$ cat src/rtl/cavlc_byte_framer.sv
// cavlc_byte_framer
// Collects each burst of encoded bytes from the cavlc encoder into one bank of
// a two-bank ping-pong buffer, then re-emits every stored burst as a frame
// [SYNC, LEN, payload..., CSUM] on a valid/ready byte stream. The encoder is
// throttled through enc_enable whenever the bank it would write next is still
// waiting to be emitted.

module cavlc_byte_framer #(
    parameter int unsigned MAX_LEN   = 32,     // payload bytes per bank, power of 2
    parameter logic [7:0]  SYNC_BYTE = 8'hA5   // first byte of every frame
) (
    input  logic       clk,
    input  logic       rst,
    input  logic [7:0] in_data,
    input  logic       in_valid,
    output logic       enc_enable,
    output logic [7:0] m_data,
    output logic       m_valid,
    input  logic       m_ready,
    output logic       m_last,
    output logic       overflow,
    output logic       busy
);

    // Byte address inside a bank, and a count that can also hold MAX_LEN itself.
    localparam int unsigned AW = $clog2(MAX_LEN);
    localparam int unsigned CW = AW + 1;
    localparam logic [CW-1:0] CNT_MAX = CW'(MAX_LEN);

    typedef enum logic [2:0] {
        S_IDLE,
        S_SYNC,
        S_LEN,
        S_DATA,
        S_CSUM
    } emit_state_t;

    // ------------------------------------------------------------------
    // Storage and state
    // ------------------------------------------------------------------
    logic [7:0]    r_mem [2][MAX_LEN];  // payload bytes, one row per bank
    logic [7:0]    r_len [2];           // payload length of each closed bank
    logic [7:0]    r_fcsum [2];         // finished checksum (len ^ payload) per bank
    logic [1:0]    r_full;              // bank holds a closed burst not yet emitted

    logic [CW-1:0] r_cnt;               // bytes captured into the open bank
    logic [7:0]    r_csum;              // running XOR of the open bank's payload
    logic          r_wsel;              // bank being filled
    logic          r_rsel;              // bank being emitted
    logic          r_overflow;

    emit_state_t   r_state;
    emit_state_t   w_state_nxt;
    logic [AW-1:0] r_rptr;
    logic [AW-1:0] w_rptr_nxt;
    logic          w_release;           // CSUM accepted: hand the bank back

    // ------------------------------------------------------------------
    // Capture-side decode
    // ------------------------------------------------------------------
    logic          w_wr_ok;
    logic          w_wr_en;
    logic          w_drop;
    logic          w_close;
    logic [7:0]    w_cnt8;
    logic [1:0]    w_full_set;
    logic [1:0]    w_full_clr;

    // A byte is stored only if the open bank is free and has room left.
    assign w_wr_ok    = !r_full[r_wsel] && (r_cnt != CNT_MAX);
    assign w_wr_en    = in_valid && w_wr_ok;
    assign w_drop     = in_valid && !w_wr_ok;
    // The first idle cycle after a non-empty burst seals the bank.
    assign w_close    = !in_valid && (r_cnt != '0);
    assign w_cnt8     = 8'(r_cnt);

    assign w_full_set = w_close   ? (2'b01 << r_wsel) : 2'b00;
    assign w_full_clr = w_release ? (2'b01 << r_rsel) : 2'b00;

    // Payload write into the open bank.
    // NOTE: the payload RAM has no reset; a byte is only ever read back after
    // it has been written in the same burst, so its power-up contents never
    // reach m_data, and leaving it unreset lets it map onto plain RAM.
    always_ff @(posedge clk) begin
        if (w_wr_en) begin
            r_mem[r_wsel][r_cnt[AW-1:0]] <= in_data;
        end
    end

    // Byte counting, running checksum, bank close and sticky overflow.
    // NOTE: every clocked block uses non-blocking assignments so that all
    // registers see the values from before the edge, whatever the block order.
    always_ff @(posedge clk or posedge rst) begin
        if (rst) begin
            r_cnt      <= '0;
            r_csum     <= '0;
            r_wsel     <= 1'b0;
            r_overflow <= 1'b0;
            r_len[0]   <= '0;
            r_len[1]   <= '0;
            r_fcsum[0] <= '0;
            r_fcsum[1] <= '0;
        end else begin
            if (w_wr_en) begin
                r_cnt  <= r_cnt + CW'(1);
                r_csum <= r_csum ^ in_data;
            end else if (w_close) begin
                r_len[r_wsel]   <= w_cnt8;
                r_fcsum[r_wsel] <= r_csum ^ w_cnt8;
                r_wsel          <= ~r_wsel;
                r_cnt           <= '0;
                r_csum          <= '0;
            end
            if (w_drop) begin
                r_overflow <= 1'b1;
            end
        end
    end

    // Bank occupancy: capture sets the bank it closes, the emitter clears the
    // bank it finished; those are always different banks, and clear wins.
    always_ff @(posedge clk or posedge rst) begin
        if (rst) begin
            r_full <= 2'b00;
        end else begin
            r_full <= (r_full | w_full_set) & ~w_full_clr;
        end
    end

    // ------------------------------------------------------------------
    // Emitter
    // ------------------------------------------------------------------

    // Emitter state register, payload read pointer and read-bank select.
    always_ff @(posedge clk or posedge rst) begin
        if (rst) begin
            r_state <= S_IDLE;
            r_rptr  <= '0;
            r_rsel  <= 1'b0;
        end else begin
            r_state <= w_state_nxt;
            r_rptr  <= w_rptr_nxt;
            if (w_release) begin
                r_rsel <= ~r_rsel;
            end
        end
    end

    // Next-state and stream outputs; everything is a function of registered
    // state, so m_data/m_last cannot move while the sink stalls.
    // NOTE: every signal written here gets a default first, so no path through
    // the case can leave one unassigned and infer a latch.
    always_comb begin
        w_state_nxt = r_state;
        w_rptr_nxt  = r_rptr;
        w_release   = 1'b0;
        m_valid     = 1'b0;
        m_data      = '0;
        m_last      = 1'b0;

        case (r_state)
            S_IDLE: begin
                if (r_full[r_rsel]) begin
                    w_state_nxt = S_SYNC;
                end
            end
            S_SYNC: begin
                m_valid = 1'b1;
                m_data  = SYNC_BYTE;
                if (m_ready) begin
                    w_state_nxt = S_LEN;
                end
            end
            S_LEN: begin
                m_valid = 1'b1;
                m_data  = r_len[r_rsel];
                if (m_ready) begin
                    w_state_nxt = S_DATA;
                    w_rptr_nxt  = '0;
                end
            end
            S_DATA: begin
                m_valid = 1'b1;
                m_data  = r_mem[r_rsel][r_rptr];
                if (m_ready) begin
                    // Stored lengths are always at least 1, so len-1 never wraps.
                    if (8'(r_rptr) == (r_len[r_rsel] - 8'd1)) begin
                        w_state_nxt = S_CSUM;
                    end else begin
                        w_rptr_nxt = r_rptr + AW'(1);
                    end
                end
            end
            S_CSUM: begin
                m_valid = 1'b1;
                m_data  = r_fcsum[r_rsel];
                m_last  = 1'b1;
                if (m_ready) begin
                    // Returning through IDLE leaves a one-cycle gap between frames.
                    w_release   = 1'b1;
                    w_state_nxt = S_IDLE;
                end
            end
            default: begin
                w_state_nxt = S_IDLE;
            end
        endcase
    end

    // ------------------------------------------------------------------
    // Status outputs
    // ------------------------------------------------------------------
    assign enc_enable = !r_full[r_wsel];
    assign overflow   = r_overflow;
    assign busy       = (|r_full) || (r_state != S_IDLE);

endmodule

$ cat config.mk
export PLATFORM = sky130hd
export DESIGN_NAME = cavlc_byte_framer
export DESIGN_NICKNAME = d
export VERILOG_FILES = /design/src/rtl/cavlc_byte_framer.sv
export SDC_FILE = /design/constraint.sdc
export NUM_CORES = 1
export LEC_CHECK = 0
export BUFFER_PORTS_ARGS = -buffer_cell sky130_fd_sc_hd__buf_2
export CAP_MARGIN = 5
export CORE_UTILIZATION = 35
export CTS_CLUSTER_SIZE = 16
export DETAILED_ROUTE_END_ITERATION = 7
export PLACE_DENSITY = 0.45
export SLEW_MARGIN = 40
export SYNTH_ARGS = -nofsm -noshare
export SYNTH_HDL_FRONTEND = slang
export SYNTH_SLANG_ARGS = --single-unit
export TNS_END_PERCENT = 30
$ cat constraint.sdc
create_clock -name clk -period 9.8 [get_ports clk]
set_clock_uncertainty 0.1 [all_clocks]
set_input_delay 0.98 -clock clk [delete_from_list [all_inputs] [get_ports clk]]
set_output_delay 0.98 -clock clk [all_outputs]
set_load 0.005 [all_outputs]
==> results.yml, run 1 <==
yosys:
  syn_area_per_cell_sq_um: 18.07
  synth_cell_types: 53
  yosys-top-cells-area: "edfxtp_1, mux4_2, dfrtp_1"
  synth_edf_count: 512
  synthArstFlopShare_pct: 9.700
  netlist_area_sq_mm: 0.02284
  synthFlopType: "edfxtp_1"
  synth_cells: 1264
  yosysTopAreaCell: "edfxtp_1"
  synth-seq-cells: 567
  yosysSeqAreaShare_pct: 73.33
  synth_top_area_share_pct: 67.31
  ys_warn_count: 0
  synth_nets: 1282
  synth_common_cells: "edfxtp_1, mux2i_1, mux4_2"
  synth.most_common_cell: "edfxtp_1"
critical_path:
  worst-r2r-setup-slack_ps: 5620
  r2r_cells: 5
  path_class: "flop to output port"
  r2r-start: "r_cnt[2]"
  worst-path-max-fanout: 62
  cp.required_ps: 8720
  crit_arrival_ps: 4260
  r2r-end: "r_mem[1][81]"
  cp-end-kind: "output port"
  worstSetupStartpointType: "flop"
floorplanning:
  die_area_sq_mm: 0.06629
  io-pin-count: 25
  start_util_pct: 35.44
  die_w_um: 257.5
  num_rows: 93
  fp.dieH_um: 257.5
  core_sq_mm: 0.06446
clocking:
  clk_path_buf_depth: 3
  htree_levels: 2
  clk_pin_slew_ps: 60
  clock-sinks: 567
  post_cts_resize_count: 0
  cts_root_buffer: "clkbuf_16"
  cts_hold_buffers: 0
  cts_tree: "yes"
  clock_latency_ps: 620
  numCtsBuffers: 61
  cts_setup_buffers: 0
timing:
  max_freq_mhz: 187.4
  rsz0062_at_grt: "false"
  finalCriticalPeriod_ps: 5336
  fin_setup_tns_ps: 0
  worstMarginPinSlew_ps: 899.7
  slew_headroom_pct: 39.87
  whs_ps: 351.6
  hold_violations: 0
  period_share_pct: 54.45
  slew_violations: 0
  setup_viol_count_final: 0
drt:
  firstDrtPassIters: 5
  drc: 0
  drt_iter0_drc: 1170
  viasPerCell: 5.325
  num_vias: 11730
  wl_per_cell_um: 27.75
  ant_nets: 0
  totalWireLength_um: 61110
hold_path:
  whs_endpoint: "overflow"
  min_path_type: "flop to flop"
  hold_path.startpoint: "overflow"
  whs_path_depth: 1
grt:
  grt_pass1_vias: 11820
  grtUsageTotal_pct: 18.57
  antenna_found_initial: 1
  grt-ovfl-total: 0
  grt_max_degree: 67
  grt_first_pass_wirelength_um: 87450
cells_and_area:
  syn2layout_area_growth_pct: 13.50
  final_cell_area_sq_mm: 0.02593
  final_cells: 2202
  nNetsFinal: 1315
  nFillCells: 5814
  drive_gt1_share_pct: 23.68
  diodes: 0
place:
  placed_area_sq_mm: 0.02397
  port_buffers: 24
  place_inst: 2088
  gp_congestion: 0.8366
  post-dp-hpwl_um: 36810
power:
  p_total_uw: 6397
  p_per_area_mw_per_mm2: 246.7
  max-vdd-ir-drop_v: 0.0001489
  power_leakage_uw: 0.008293
run_status:
  outcome: "finished, final reports clean"
job:
  maxCapViolations: 0
[sequential cells by signal, indices dropped and copies added, names as in the netlist, 2 cells and up]
signal   count
r_full       2
r_csum       8
r_mem      512
r_len       12
r_cnt        6
r_fcsum     16
r_rptr       5
r_state      3
[layout make-up]
cell class	count	area, sq um	area share, %
flip-flops and latches	567	16760	64.65
multi-input cells	611	5826	22.47
clock buffers	88	1680	6.481
well taps	855	1070	4.126
repair buffers	43	319.1	1.231
clock inverters	25	221.5	0.8542
inverters	13	48.80	0.1882
[how the worst max path moves through the flow]
stage | startpoint | endpoint | cells after the start
3_5_place_dp | r_rsel | m_data[6] | 8
6_report | r_rsel | m_data[6] | 8
3_3_place_gp | r_rptr[1] | m_data[6] | 8
5_1_grt | r_rsel | m_data[2] | 8
2_1_floorplan | r_rsel | m_data[4] | 11
4_1_cts | r_rsel | m_data[6] | 8
[routing by layer]
metal	vias up	share of wire [%]	wire length, um	global-route usage, %
met1	6172	46	27870	26.71
met2	352	46	27880	28.37
met5	-	0	0	0
met4	0	2.4	1485	5.062
li1	5107	-	-	-
met3	95	6.3	3876	4.048
[where the power goes]
part           total (uW)  leakage, uW  internal (uW)  switching (uW)
combinational        1320      0.00207            503             815
clock                2230     0.000929           1290             939
sequential           2850      0.00530           2700             149
total                6400      0.00829           4490            1900
[cells in the final DEF, fill, tap and decap left out, drive strengths merged, types with 14 or more instances in the layout]
cell type    n
a21oi       27
o22ai       24
mux2i      104
mux4        96
o21ai       50
clkbuf      88
mux2        22
clkinv      19
inv         14
nand2       54
o221ai      14
buf         43
a211oi      15
xnor2       17
nand3       18
edfxtp     512
dfrtp       55
nor2        87
[worst max-delay path: stages (launching register included)]
cell and delay, ps:
dfrtp_4 850, buf_12 410, buf_16 400, mux4_2 560, nor2b_1 190, a211oi_1 540, a211o_1 230, o211ai_1 160
buf_2 170
[cells by family after synthesis]
kind of cell,after synthesis,synth area share (%)
buffers and inverters,86,1.988
AO/OA/AOI/OAI,162,4.513
multiplexers,222,15.11
AND/OR/NAND/NOR,199,3.889
XOR/XNOR,22,0.8435
flip-flops,567,73.33
adder cells (fa/ha/maj),6,0.3286
[per-stage QoR]
step	util, %	worst slack [ps]
final	40.22	4464
after global routing	40.22	4261
after detailed placement	37.18	5054
after global placement	36.89	5005
after floorplan	-	6595
after CTS	40.13	4364
(Power assumes the default switching activity.)
==> run 2: changes to the inputs <==
ABC_AREA = 1   (was unset)
PLACE_DENSITY = 0.47   (was 0.45)
clock period = 4.5 ns   (was 9.8 ns; I/O delays follow)
==> run 2 against run 1 <==
  * Synthesized cell count grew 64%
  * Core utilization shrank 0.097 points
  * Sequential share of layout area down 2.6 points
  * Die area is 4.2% higher
  * Routed wire length up 14%
==> results.yml, run 2 <==
run_status:
  outcome: "finished, final reports clean"
timing:
  rsz0062_at_grt: "false"
  period_share_pct: 89.19
  worstMarginPinSlew_ps: 822.0
  slew_headroom_pct: 45.20
  slew_violations: 0
  fin_setup_tns_ps: 0
  finalCriticalPeriod_ps: 4013
  setup_viol_count_final: 0
  max_freq_mhz: 249.2
  hold_violations: 0
cells_and_area:
  nNetsFinal: 2145
  syn2layout_area_growth_pct: 13.39
  final_cell_mix: "edfxtp_1, nor2_1, nand2_1"
  layout_commonest_cell: "edfxtp_1"
  largest_register_ff_count: 512
  drive_gt1_share_pct: 10.42
  nFillCells: 6506
clocking:
  cts_setup_buffers: 0
  cts_root_buffer: "clkbuf_16"
  clock_latency_ps: 620
  clock-sinks: 567
  htree_levels: 2
  numCtsBuffers: 60
  cts_tree: "yes"
  post_cts_resize_count: 0
  clk_path_buf_depth: 3
  clk_pin_slew_ps: 60
job:
  maxCapViolations: 0
yosys:
  synth-compound-area-share_pct: 9.918
  synth_top_family_by_area: "simple AND/OR/NAND/NOR gates"
  syn_area_per_cell_sq_um: 11.48
  synth-xor-area-share_pct: 0.6623
  synth_top_area_share_pct: 64.59
  yosysSeqAreaShare_pct: 70.37
  ys_warn_count: 0
  synth-seq-cells: 567
  yosys-top-cells-area: "edfxtp_1, dfrtp_1, nor2_1"
  synth_cells: 2074
  synth_cell_types: 32
  synthFlopType: "edfxtp_1"
  synth_edf_count: 512
  synth_common_cells: "edfxtp_1, nor2_1, nand2_1"
  synthAdderAreaFrac_pct: 0.3154
  yosysTopAreaCell: "edfxtp_1"
  synth_nets: 2092
  synth_mux_area_share_pct: 0.04205
  netlist_area_sq_mm: 0.02381
  synth.most_common_cell: "edfxtp_1"
  synthArstFlopShare_pct: 9.700
  synthSimpleGateAreaFrac_pct: 14.51
drt:
  totalWireLength_um: 69590
  wl_per_cell_um: 22.80
  viasPerCell: 5.200
  ant_nets: 0
  firstDrtPassIters: 5
  num_vias: 15870
  drc: 0
  drt_iter0_drc: 1527
floorplanning:
  num_rows: 95
  core_sq_mm: 0.06728
  io-pin-count: 25
  die_w_um: 262.8
  die_area_sq_mm: 0.06906
  fp.dieH_um: 262.8
  start_util_pct: 35.38
grt:
  grt-ovfl-total: 0
  grtUsageTotal_pct: 20.10
  grt_pass1_vias: 15620
  grt_max_degree: 197
  antenna_found_initial: 3
  grt_first_pass_wirelength_um: 104200
power:
  max-vdd-ir-drop_v: 0.0004610
  power_leakage_uw: 0.009359
  p_per_area_mw_per_mm2: 563.8
  p_total_uw: 15220
place:
  port_buffers: 24
  gp_congestion: 0.7983
  post-dp-hpwl_um: 40920
critical_path:
  crit_arrival_ps: 3460
  cp.required_ps: 3950
  cp_slowest_stage_delay_ps: 530
  worstPathCellList: "inv_8 -> buf_12 -> o21ai_0 -> o211ai_1 -> nand3_1 -> nand3_1 -> nand3_1 -> nand2_1 -> nand2_1 -> nand2_1 -> buf_2"
  worstSetupStartpointType: "flop"
  cp-end-kind: "output port"
  worst_path_max_delay_cell: "dfrtp_4"
  r2r_cells: 15
  path_class: "flop to output port"
  worst-path-max-fanout: 119
hold_path:
  whs_path_depth: 2
  min_path_type: "input pin to flop"
==> run 2: final timing paths <==
check | start | endpoint | slack, ps
hold / removal | in_valid | overflow | 50
hold reg to reg | overflow | overflow | 360
max in group asynchronous | rst | r_rptr[0] | 3250
setup / recovery | r_rsel | m_data[3] | 490
min in group asynchronous | rst | r_fcsum[2] | 500
setup reg to reg | r_rsel | r_rptr[4] | 1380
==> run 2: stage by stage <==
| stage | std cells | hold slack, ps | area, sq um | worst slack [ps] | utilization, % |
|---|---|---|---|---|---|
| finish | 3052 | 51.84 | 26990 | 486.5 | 40.12 |
| global route | 3051 | 19.14 | 26990 | 318.4 | 40.12 |
| CTS | 3050 | 11.09 | 26960 | 417.1 | 40.07 |
| detailed placement | 2936 | 348.2 | 25140 | 1085 | 37.36 |
| global placement | 2936 | 343.1 | 25120 | 1100 | 37.34 |
| floorplan | 2074 | 341.7 | 23810 | 1835 | - |
==> run 2: kinds of logic (layout without fill, tap and decap cells) <==
logic type      count (synthesis)  count (layout)
simple gates                  848             848
flops                         567             567
compound gates                426             426
buf+inv                       208             312
xor+xnor                       18              18
fa+ha+maj                       6               6
mux                             1               1
other cells                     0               1
==> run 2: where the power goes <==
group | switching, uW | internal (uW) | total (uW)
logic | 3290 | 1220 | 4510
clock network | 2060 | 2580 | 4640
registers | 135 | 5930 | 6070
==> run 2: final cells by class <==
type	instances	area (sq um)	share of cell area (%)
multi-input combinational	1299	6078	22.52
clock inverter	39	239.0	0.8853
timing repair buffer	124	957.2	3.546
tap	873	1092	4.047
clock buffer	74	1574	5.831
inverter	75	291.5	1.080
antenna	1	2.502	0.009270
sequential	567	16760	62.08
==> run 2: layer usage <==
metal	vias to the layer above	routed length (um)	GRT usage, %
li1	7468	-	-
met1	7844	32290	29.53
met2	480	31890	31.42
met3	77	4150	2.961
met4	0	1251	4.404
met5	-	0	0
==> run 2: repair_timing <==
item                                    4_1_cts  5_1_grt
endpoints found under the setup margin        0        0
hold buffers                                  1        0
endpoints found under the hold margin        55        0
==> run 2: critical path, delay by kind of cell, from the launching register on <==
| kind | cells | cell delay, ps |
|---|---|---|
| AND/OR/NAND/NOR | 6 | 920 |
| AO/OA/AOI/OAI | 2 | 310 |
| buffers and inverters | 3 | 950 |
| flip-flops | 1 | 530 |
==> run 3: changes to the inputs <==
PLACE_DENSITY = 0.48   (was 0.47)
==> run 3 against run 2 <==
  * Total power increased by 0.74%
  * Design area increased by 0.28%
  * Register-to-register slack worse by 130 ps
  * Maximum frequency fell by 0.48%
  * Sequential power barely moved
  * Clock power grew 3%
  * Hold slack lost 18 ps
  * Global-route usage shrank 0.26 points
  * Sequential cell count unchanged
  * Routed wire length shrank 1.7%
  * Critical path type unchanged
  * Largest power group unchanged
==> results.yml, run 3 (synthesized netlist as in run 2, its figures left out) <==
run_status:
  outcome: "finished, final reports clean"
drt:
  ant_nets: 0
  num_vias: 16000
  totalWireLength_um: 68380
  drt_iter0_drc: 1607
  wl_per_cell_um: 22.42
  viasPerCell: 5.247
  drc: 0
  firstDrtPassIters: 5
timing:
  postLayoutSetupSlackWorst_ps: 467.0
  finalCriticalPeriod_ps: 4033
  whs_ps: 33.58
  fin_setup_tns_ps: 0
  max_freq_mhz: 248.0
  slew_violations: 0
  hold_violations: 0
  setup_viol_count_final: 0
  period_share_pct: 89.62
  worstMarginPinSlew_ps: 864.3
  rsz0062_at_grt: "false"
  slew_headroom_pct: 42.38
floorplanning:
  die_w_um: 262.8
  start_util_pct: 35.38
  die_area_sq_mm: 0.06906
  fp.dieH_um: 262.8
  io-pin-count: 25
  core_sq_mm: 0.06728
  num_rows: 95
critical_path:
  worstSetupStartpointType: "flop"
  worst_path_max_delay_cell: "buf_12"
  r2r-start: "r_rsel"
  path_class: "flop to output port"
  worst-path-max-fanout: 162
  cp_slowest_stage_delay_ps: 570
  cp_common_cell: "nand2_1"
  worstPathCellList: "buf_12 -> o21ai_0 -> o211ai_1 -> nand3_1 -> nand2_1 -> nand3_1 -> nand2_1 -> nand2_1 -> nand2_1 -> buf_2"
  cp.required_ps: 3950
  crit_arrival_ps: 3480
  startpoint: "r_rsel"
  cp-end-kind: "output port"
grt:
  grt_max_degree: 163
  grt-ovfl-total: 0
  grt_pass1_vias: 15890
  grtUsageTotal_pct: 19.84
  antenna_found_initial: 0
  grt_first_pass_wirelength_um: 102900
cells_and_area:
  layout_commonest_cell: "edfxtp_1"
  final_cell_mix: "edfxtp_1, nor2_1, nand2_1"
  diodes: 0
  multiInputGateArea_sq_mm: 0.006103
  drive_gt1_share_pct: 10.75
  utilization_pct: 40.23
  seq_area_sq_mm: 0.01676
  syn2layout_area_growth_pct: 13.71
  nNetsFinal: 2147
  largest_register_ff_count: 512
  nFillCells: 6447
hold_path:
  hold_path.startpoint: "in_valid"
  min_path_type: "input pin to flop"
clocking:
  clock-sinks: 567
  clk_path_buf_depth: 3
  htree_levels: 2
  clk_pin_slew_ps: 60
  clock_latency_ps: 620
  cts_tree: "yes"
  numCtsBuffers: 60
  cts_root_buffer: "clkbuf_16"
power:
  p_per_area_mw_per_mm2: 566.4
  clockPowerShare_pct: 31.0
  swShare_pct: 35.67
  max-vdd-ir-drop_v: 0.0003416
  combinationalPowerShare_pct: 29.3
  internal_power_uw: 9863
  p_switching_uw: 5469
  pwr-share-seq_pct: 39.7
  power_leakage_uw: 0.009388
place:
  pre_cts_ws_ps: 1097
  gp_congestion: 0.8131
  post-dp-hpwl_um: 41660
  port_buffers: 24
job:
  maxCapViolations: 0
==> run 3: cell types whose count changed in the layout (fill, tap and decap cells not counted), sizes merged <==
cell	before	now
clkinvlp	1	2
buf	123	125
inv	73	74
diode	1	0
bufinv	2	4
clkinv	38	34
clkbuf	74	71
==> run 3: worst paths after layout <==
| path | endpoint | slack [ps] | cells after the start |
|---|---|---|---|
| min reg2reg | r_fcsum[8] | 370 | 2 |
| max | m_data[1] | 470 | 10 |
| max reg2reg | r_rptr[0] | 1250 | 15 |
| min in group asynchronous | r_fcsum[4] | 350 | 3 |
| min | overflow | 30 | 2 |
| max in group asynchronous | r_csum[1] | 3240 | 4 |
==> run 3: through the flow <==
stage | instances | cell area, sq um | total power [uW]
2_1_floorplan | 2074 | 23810 | 9121
3_3_place_gp | 2938 | 25150 | 10650
3_5_place_dp | 2939 | 25190 | 10690
4_1_cts | 3050 | 27060 | 15440
5_1_grt | 3050 | 27070 | 16130
6_report | 3050 | 27070 | 15330
==> run 3: repair_timing <==
action / in CTS / in global routing
hold buffers: 1 / 0
gates resized for setup: 0 / 0
hold endpoints to repair: 35 / 0
buffers inserted: 0 / 0
==> run 3: final cells by class <==
cell class / count / area share [%]
inverters: 75 / 1.072
flip-flops and latches: 567 / 61.91
repair buffers: 126 / 3.573
multi-input cells: 1299 / 22.55
clock buffers: 71 / 5.778
clock inverters: 39 / 1.082
well taps: 873 / 4.035
==> run 3: critical path, delay by kind of cell (launching register included) <==
family	cells	cell delay [ps]
buffers and inverters	2	670
AND/OR/NAND/NOR	6	1010
AO/OA/AOI/OAI	2	550
flip-flops	1	540
==> run 3: per-layer routing <==
| metal | global-route usage, % | part of all wire [%] | up-vias |
|---|---|---|---|
| li1 | - | - | 7470 |
| met1 | 28.64 | 47 | 7992 |
| met2 | 31.48 | 46 | 437 |
| met3 | 2.324 | 5.4 | 104 |
| met4 | 5.660 | 2.5 | 0 |
| met5 | 0 | 0 | - |
==> run 3: power groups by stage <==
stage	clock (uW)	sequential, uW	combinational [uW]
after floorplan	0	6130	2990
after global placement	0	6190	4460
after detailed placement	0	6190	4490
after CTS	4850	6080	4510
after global routing	5030	6110	5000
final	4760	6080	4490
